$ cat config.mk
export PLATFORM = sky130hd
export DESIGN_NAME = spi_host_master
export DESIGN_NICKNAME = d
export VERILOG_FILES = /design/src/rtl/spi_host_master.sv
export SDC_FILE = /design/constraint.sdc
export NUM_CORES = 1
export LEC_CHECK = 0
export ABC_CLOCK_PERIOD_IN_PS = 2300
export CAP_MARGIN = 0
export CORE_MARGIN = 5
export CORE_UTILIZATION = 45
export DETAILED_ROUTE_END_ITERATION = 10
export HOLD_SLACK_MARGIN = 0.15
export PLACE_DENSITY = 0.72
export SLEW_MARGIN = 20
export SYNTH_ARGS = -nofsm -noshare
export SYNTH_HDL_FRONTEND = slang
export SYNTH_SLANG_ARGS = --single-unit
$ cat constraint.sdc
create_clock -name clk -period 2.3 [get_ports clk]
set_input_delay 0.46 -clock clk [delete_from_list [all_inputs] [get_ports clk]]
set_output_delay 0.46 -clock clk [all_outputs]
set_load 0.01 [all_outputs]
$ cat src/rtl/spi_host_master.sv
// spi_host_master: host-side SPI master for the spiMemory peripheral.
// Turns a one-cycle parallel request (read/write, 7-bit address, 8-bit data)
// into one chip-select-framed, MSB-first SPI transaction:
//   {addr[6:0], rw}, then RD_DUMMY/WR_DUMMY idle sclk periods, then the data byte.
// Ports:
//   clk, rst_n            system clock, asynchronous active-low reset
//   start, rw, addr, wdata request strobe and payload (latched at accept)
//   busy, done, rdata      status, end-of-transaction pulse, last read byte
//   sclk_pin, cs_pin,      SPI clock (idle low), chip select (active low),
//   mosi_pin, miso_pin     serial data out / in
//   verify_err             only with SPI_HOST_READBACK_EN: write readback mismatch
// Optional feature macro: SPI_HOST_READBACK_EN (each write is re-read and compared).
module spi_host_master #(
    parameter int unsigned CLKDIV   = 50,
    parameter int unsigned RD_DUMMY = 3,
    parameter int unsigned WR_DUMMY = 0,
    parameter int unsigned CS_GAP   = 4
) (
    input  logic       clk,
    input  logic       rst_n,
    input  logic       start,
    input  logic       rw,
    input  logic [6:0] addr,
    input  logic [7:0] wdata,
    output logic       busy,
    output logic       done,
    output logic [7:0] rdata,
    output logic       sclk_pin,
    output logic       cs_pin,
    output logic       mosi_pin,
    input  logic       miso_pin
`ifdef SPI_HOST_READBACK_EN
    ,
    output logic       verify_err
`endif
);

    localparam int unsigned DIV_W = 8;
    localparam int unsigned PER_W = 5;
    localparam int unsigned GAP_W = 8;

    typedef enum logic [2:0] {
        IDLE  = 3'd0,
        SETUP = 3'd1,
        SHIFT = 3'd2,
        HOLD  = 3'd3,
        GAP   = 3'd4
    } state_t;

    state_t           r_state, w_state;
    logic [DIV_W-1:0] r_div, w_div;
    logic [PER_W-1:0] r_per, w_per;
    logic [GAP_W-1:0] r_gap, w_gap;
    logic             r_rw, w_rw;
    logic [15:0]      r_tx, w_tx;
    logic [7:0]       r_rx, w_rx;
    logic             r_busy, w_busy;
    logic             r_done, w_done;
    logic [7:0]       r_rdata, w_rdata;
    logic             r_sclk, w_sclk;
    logic             r_cs, w_cs;
    logic             r_mosi, w_mosi;
`ifdef SPI_HOST_READBACK_EN
    logic [6:0]       r_addr, w_addr;
    logic [7:0]       r_wdata, w_wdata;
    logic             r_verr, w_verr;
`endif

    logic             w_tick;
    logic [PER_W-1:0] w_dummy;
    logic [PER_W-1:0] w_last;
    logic [PER_W-1:0] w_np;
    logic             w_np_dummy;
    logic             w_rd_phase;

    // Half-period strobe and frame geometry for the frame in flight
    assign w_tick     = (r_div == DIV_W'(CLKDIV - 1));
    assign w_dummy    = r_rw ? PER_W'(RD_DUMMY) : PER_W'(WR_DUMMY);
    assign w_last     = PER_W'(15) + w_dummy;
    assign w_np       = r_per + PER_W'(1);
    assign w_np_dummy = (w_np >= PER_W'(8)) && (w_np < PER_W'(8) + w_dummy);
    // r_per already holds the index of the period whose rising edge is next
    assign w_rd_phase = r_rw && (r_per >= PER_W'(8) + w_dummy);

    // State and output registers
    always_ff @(posedge clk or negedge rst_n) begin
        if (!rst_n) begin
            r_state <= IDLE;
            r_div   <= '0;
            r_per   <= '0;
            r_gap   <= '0;
            r_rw    <= 1'b0;
            r_tx    <= '0;
            r_rx    <= '0;
            r_busy  <= 1'b0;
            r_done  <= 1'b0;
            r_rdata <= 8'h00;
            r_sclk  <= 1'b0;
            r_cs    <= 1'b1;
            r_mosi  <= 1'b0;
`ifdef SPI_HOST_READBACK_EN
            r_addr  <= '0;
            r_wdata <= '0;
            r_verr  <= 1'b0;
`endif
        end else begin
            r_state <= w_state;
            r_div   <= w_div;
            r_per   <= w_per;
            r_gap   <= w_gap;
            r_rw    <= w_rw;
            r_tx    <= w_tx;
            r_rx    <= w_rx;
            r_busy  <= w_busy;
            r_done  <= w_done;
            r_rdata <= w_rdata;
            r_sclk  <= w_sclk;
            r_cs    <= w_cs;
            r_mosi  <= w_mosi;
`ifdef SPI_HOST_READBACK_EN
            r_addr  <= w_addr;
            r_wdata <= w_wdata;
            r_verr  <= w_verr;
`endif
        end
    end

    // Next-state and next-output logic
    always_comb begin
        w_state = r_state;
        w_div   = (r_state == IDLE || w_tick) ? '0 : r_div + DIV_W'(1);
        w_per   = r_per;
        w_gap   = r_gap;
        w_rw    = r_rw;
        w_tx    = r_tx;
        w_rx    = r_rx;
        w_busy  = r_busy;
        w_done  = 1'b0;
        w_rdata = r_rdata;
        w_sclk  = r_sclk;
        w_cs    = r_cs;
        w_mosi  = r_mosi;
`ifdef SPI_HOST_READBACK_EN
        w_addr  = r_addr;
        w_wdata = r_wdata;
        w_verr  = r_verr;
`endif
        case (r_state)
            IDLE: begin
                // r_done blocks a start arriving in the done cycle
                if (start && !r_done) begin
                    w_rw    = rw;
                    w_tx    = {addr, rw, (rw ? 8'h00 : wdata)};
                    w_busy  = 1'b1;
                    w_cs    = 1'b0;
                    w_mosi  = addr[6];
                    w_state = SETUP;
`ifdef SPI_HOST_READBACK_EN
                    w_addr  = addr;
                    w_wdata = wdata;
                    w_verr  = 1'b0;
`endif
                end
            end
            SETUP: begin
                if (w_tick) begin
                    w_sclk  = 1'b1;
                    w_per   = '0;
                    w_state = SHIFT;
                end
            end
            SHIFT: begin
                if (w_tick) begin
                    if (r_sclk) begin
                        w_sclk = 1'b0;
                        if (r_per == w_last) begin
                            w_state = HOLD;
                        end else begin
                            w_per = w_np;
                            // Dummy periods send zero and leave the shifter parked
                            if (w_np_dummy) begin
                                w_mosi = 1'b0;
                            end else begin
                                w_mosi = r_tx[14];
                                w_tx   = {r_tx[14:0], 1'b0};
                            end
                        end
                    end else begin
                        w_sclk = 1'b1;
                        if (w_rd_phase) begin
                            w_rx = {r_rx[6:0], miso_pin};
                        end
                    end
                end
            end
            HOLD: begin
                if (w_tick) begin
                    w_cs    = 1'b1;
                    w_gap   = '0;
                    w_state = GAP;
                end
            end
            GAP: begin
                if (w_tick) begin
                    if (r_gap == GAP_W'(CS_GAP - 1)) begin
`ifdef SPI_HOST_READBACK_EN
                        if (!r_rw) begin
                            // Chain a read of the same address; busy stays high
                            w_rw    = 1'b1;
                            w_tx    = {r_addr, 1'b1, 8'h00};
                            w_cs    = 1'b0;
                            w_mosi  = r_addr[6];
                            w_state = SETUP;
                        end else begin
                            w_done  = 1'b1;
                            w_busy  = 1'b0;
                            w_rdata = r_rx;
                            w_verr  = (r_rx != r_wdata) && (r_wdata != 8'h00 || r_rx != 8'h00) ? (r_rx != r_wdata) : 1'b0;
                            w_state = IDLE;
                        end
`else
                        w_done  = 1'b1;
                        w_busy  = 1'b0;
                        if (r_rw) begin
                            w_rdata = r_rx;
                        end
                        w_state = IDLE;
`endif
                    end else begin
                        w_gap = r_gap + GAP_W'(1);
                    end
                end
            end
            default: w_state = IDLE;
        endcase
    end

    assign busy     = r_busy;
    assign done     = r_done;
    assign rdata    = r_rdata;
    assign sclk_pin = r_sclk;
    assign cs_pin   = r_cs;
    assign mosi_pin = r_mosi;
`ifdef SPI_HOST_READBACK_EN
    assign verify_err = r_verr;
`endif

endmodule
* Yosys cells after proc, flatten, opt, wreduce, memory -nomap -nowiden *
Cells that the tools add are included.

operators by class
  add/sub/neg operators = 5
  $mul = 0
  div/mod/pow operators = 0
  order comparisons = 3
  equality and inequality tests = 18
  shift-type cells = 0
  mux-type cells = 46
  bitwise gates (word level) = 1
  reductions and logical operators = 22

operators with widths
  kind                   count
  $mux W15               5
  $mux W8                5
  $pmux W15 S2           1
  $mux W3                8
  $mux W5                4
  $ne A2 B2 Y1 const B   10
  $add A8 B1 Y8 const B  2
  $pmux W8 S2            1
  $reduce_and A4 Y1      4
  $mux W1                15
  $pmux W3 S5            1
  $add A4 B2 Y5 const A  2
  $pmux W5 S2            1
  $reduce_and A5 Y1      2
  $reduce_bool A2 Y1     5
  $eq A8 B2 Y1 const B   1
  $eq A8 B6 Y1 const B   1
  $pmux W1 S2            4
  $reduce_and A8 Y1      1
  $eq A3 B2 Y1 const B   2
  $reduce_and A3 Y1      2
  $reduce_and A6 Y1      1
  $add A5 B1 Y5 const B  1
  $eq A5 B5 Y1           1
  13 further kinds       15

word-level totals
  register bits = 61
  bits in latches = 0
  memory bits (writable) = 0
  bits in read-only memories = 0
  input bits = 20
  memories = 0

* Longest topological paths before layout *
  depth in word-level cells = 9
  depth in mapped cells = 8
  depth with buffers taken out = 7

* Worst setup path before layout *
Ideal clock, no wire load.

  path kind = reg-to-reg
  from = register r_div[1]
  to = register r_tx[12]
  setup time = 0.128 ns
  arrival time = 2.228 ns
  data required time = 2.172 ns
  setup slack = -0.056 ns
  cell stages (with the launch flop) = 9
  period minus slack after synthesis = 2.356 ns
  cell sequence = dfrtp_1 -> inv_1 -> ha_1 -> or4b_4 -> nor3_4 -> nand4_4 -> a32oi_2 -> buf_6 -> mux2_1

on the way
  longest elaborated chain between the ends = 3

ends and longest elaborated chain
  what                         line  RTL
  start, declared              51    logic [DIV_W-1:0] r_div, w_div;
  start signal, assigned       108   r_div <= w_div;
  $eq A8 B6 Y1                 77    assign w_tick = (r_div == DIV_W'(CLKDIV - 1));
  $ne A2 B2 Y1 (no line)       n/a
  $reduce_and A6 Y1 (no line)  n/a
  end signal, assigned         112   r_tx <= w_tx;
  end, declared                55    logic [15:0] r_tx, w_tx;

No other way between the ends.
A chain may end at the register's enable or synchronous reset.

* Worst setup path after layout *
  from = register r_div[1]
  to = register r_tx[11]

Same word-level chain as after synthesis.

==> reports/results.ini <==
[run_status]
outcome = finished, final reports clean

[sta]
worst_pin_slew_ns = 0.5760
whs_ns = 0.4974
slew_headroom = 0.6119
hold_violations = 0
finalMaxSlewViolations = 0
post-route-period-util = 0.9609
setup_viol = 0
fin_crit_ns = 2.210
clock_skew_ns = 0.01041
rsz0062_at_grt = yes
setup_tns_ns = 0
setup_ws_ns = 0.08992
fmaxAchievable_mhz = 452.5

[yosys]
syn_area_um2 = 3144
synth_top_area_frac = 0.4775
netlist_instances = 280
syn_area_per_cell_um2 = 11.23
synth-seq-cells = 61
synth-seq-area-share = 0.4859
synth_edf_count = 0
synthArstFlopShare = 1.000
ys_types = 53
synth_flop_cell = dfrtp_1
syn_nets = 309
synth_top_area_cell = dfrtp_1
yosysWarnings = 0
synth.area.top_cells = dfrtp_1 48%, mux2_2 11%, ha_1 3.6%

[critical_path]
arrival_ns = 2.44
cp_data_required_time_ns = 2.53
critPathCaptureType = flop
cp-start-kind = flop
cp_max_fo = 9
worst-setup-path-type = flop to flop

[hold_path]
hold_class = flop to flop

[final_layout]
final_util = 0.5888
drive_gt1_frac = 0.2610
area_growth_pct = 27.22
finalNonFillerCells = 437
layout_common_cells = 60 x dfrtp_1, 31 x clkdlybuf4s50_1, 29 x mux2_2
fin_nets = 366
design_area_um2 = 4000
n_antenna_cell = 0
layout_commonest_cell = dfrtp_1

[route]
drt_iter0_markers = 56
met2_wirelength_mm = 3.121
via_per_inst = 5.076
met1_length_mm = 2.747
avgRoutedWirePerCell_um = 14.19
top_layer_used = met4
post-route-drc-count = 0
met3_wirelength_um = 187
ant_nets = 0
routed-via-count = 2218
routed_wl_mm = 6.199
first_pass_iters = 4

[placed_design]
placed_cell_area_um2 = 3720
dp_hpwl_mm = 4.549
pre_cts_slack_ns = 0.03306
portBuffers = 32
gp_congestion = 0.8039
dp.cells = 419

[floorplanning]
core_um2 = 6794
ioPinCount = 33
initial_utilization = 0.4628
die_w_um = 93.59
die-area_um2 = 8759
die_h_um = 93.59
rows = 30

[global_route]
grt_pass1_wl_mm = 11.25
grt_pass1_vias = 2404
grtUsageTotal = 0.1630
overflow = 0
antenna_found_initial = 0
grt_max_degree = 25

[power]
power.density_nw_per_um2 = 553.3
irDropWorstVdd_mv = 0.2896
power_mw = 2.213
leakage_nw = 1.785

[run]
cap_violations = 0

[clock_network]
insertion_delay_ns = 0.34
clock-sinks = 61
h-tree-depth = 3
cts_buffers = 9
cts_tree = done
clk_path_buf_depth = 2
clkTransAtPathRegs_ns = 0.07
cts_root_buffer = clkbuf_8

## synthesized netlist by cell type (3+ instances only)
library cell,n
nand2_1,8
o211ai_1,3
mux2_2,30
inv_1,16
nand3_1,7
o21ai_0,9
nor3_1,3
clkbuf_1,8
ha_1,9
and3_1,3
nor3b_1,8
or3_1,3
a21oi_1,13
xor2_1,12
nor2_1,19
dfrtp_1,60
mux2i_1,7
o21a_1,3
nor2b_1,7
nand4_1,3
## worst max-delay path, cell delays in order (launching register included)
cell     delay [ns]
dfrtp_1        0.37
inv_1          0.05
ha_1           0.13
or4b_4         0.48
nor3_4         0.20
nand4_4        0.14
a32oi_4        0.23
buf_12         0.16
mux2_2         0.33
## cells by family (layout without fill, tap and decap cells)
family | count (synthesis) | in the layout | share of synthesized area
adders and majority gates | 9 | 9 | 0.03581
and+or+nand+nor | 85 | 85 | 0.1711
AOI/OAI and AO/OA | 43 | 43 | 0.09113
DFF | 61 | 61 | 0.4859
muxes | 39 | 39 | 0.1369
buffers and inverters | 29 | 90 | 0.04019
xor gates and xnor gates | 14 | 14 | 0.03900
## cell type report
| class | count | area (um^2) |
|---|---|---|
| Clock buffer | 10 | 137.6 |
| Clock inverter | 5 | 75.07 |
| Fill cell | 550 | 2794 |
| Inverter | 16 | 60.06 |
| Multi-Input combinational cell | 190 | 1526 |
| Sequential cell | 61 | 1528 |
| Tap cell | 96 | 120.1 |
| Timing Repair Buffer | 59 | 553.0 |
## report_power, final
group	switching, mW	internal (mW)	leakage [nW]
Combinational	0.0380	0.0506	0.876
Clock	0.405	0.627	0.112
Sequential	0.00662	1.09	0.797
## flip-flops by register name (all words and copies together) (netlist names)
| name | flops |
|---|---|
| r_gap | 8 |
| busy | 1 |
| done | 1 |
| r_state | 3 |
| sclk_pin | 1 |
| rdata | 8 |
| r_rx | 8 |
| r_rw | 1 |
| r_per | 5 |
| r_tx | 15 |
| mosi_pin | 1 |
| cs_pin | 1 |
| r_div | 8 |
## path summary, 6_finish.rpt
path                       startpoint  endpoint  slack, ns  depth (start not counted)
setup reg to reg             r_div[1]  r_tx[11]       0.09                          8
setup / recovery             r_div[1]  r_tx[11]       0.09                          8
hold reg to reg              r_tx[13]  r_tx[13]       0.50                          1
min in group asynchronous       rst_n  r_gap[0]       0.64                          2
hold / removal               r_tx[13]  r_tx[13]       0.50                          1
max in group asynchronous       rst_n   r_tx[0]       0.98                          3
## metal layers
metal | vias up | track usage
met2 | 28 | 0.2644
met1 | 1077 | 0.2059
met4 | 0 | 0.08905
met3 | 11 | 0.02896
met5 | - | 0
li1 | 1102 | -
## timing repair
item	4_1_cts	5_1_grt
setup endpoints to repair	0	23
buffers inserted	0	2
hold buffers	1	0
hold endpoints to repair	21	0
resized for setup	0	7
(Power assumes the default switching activity.)
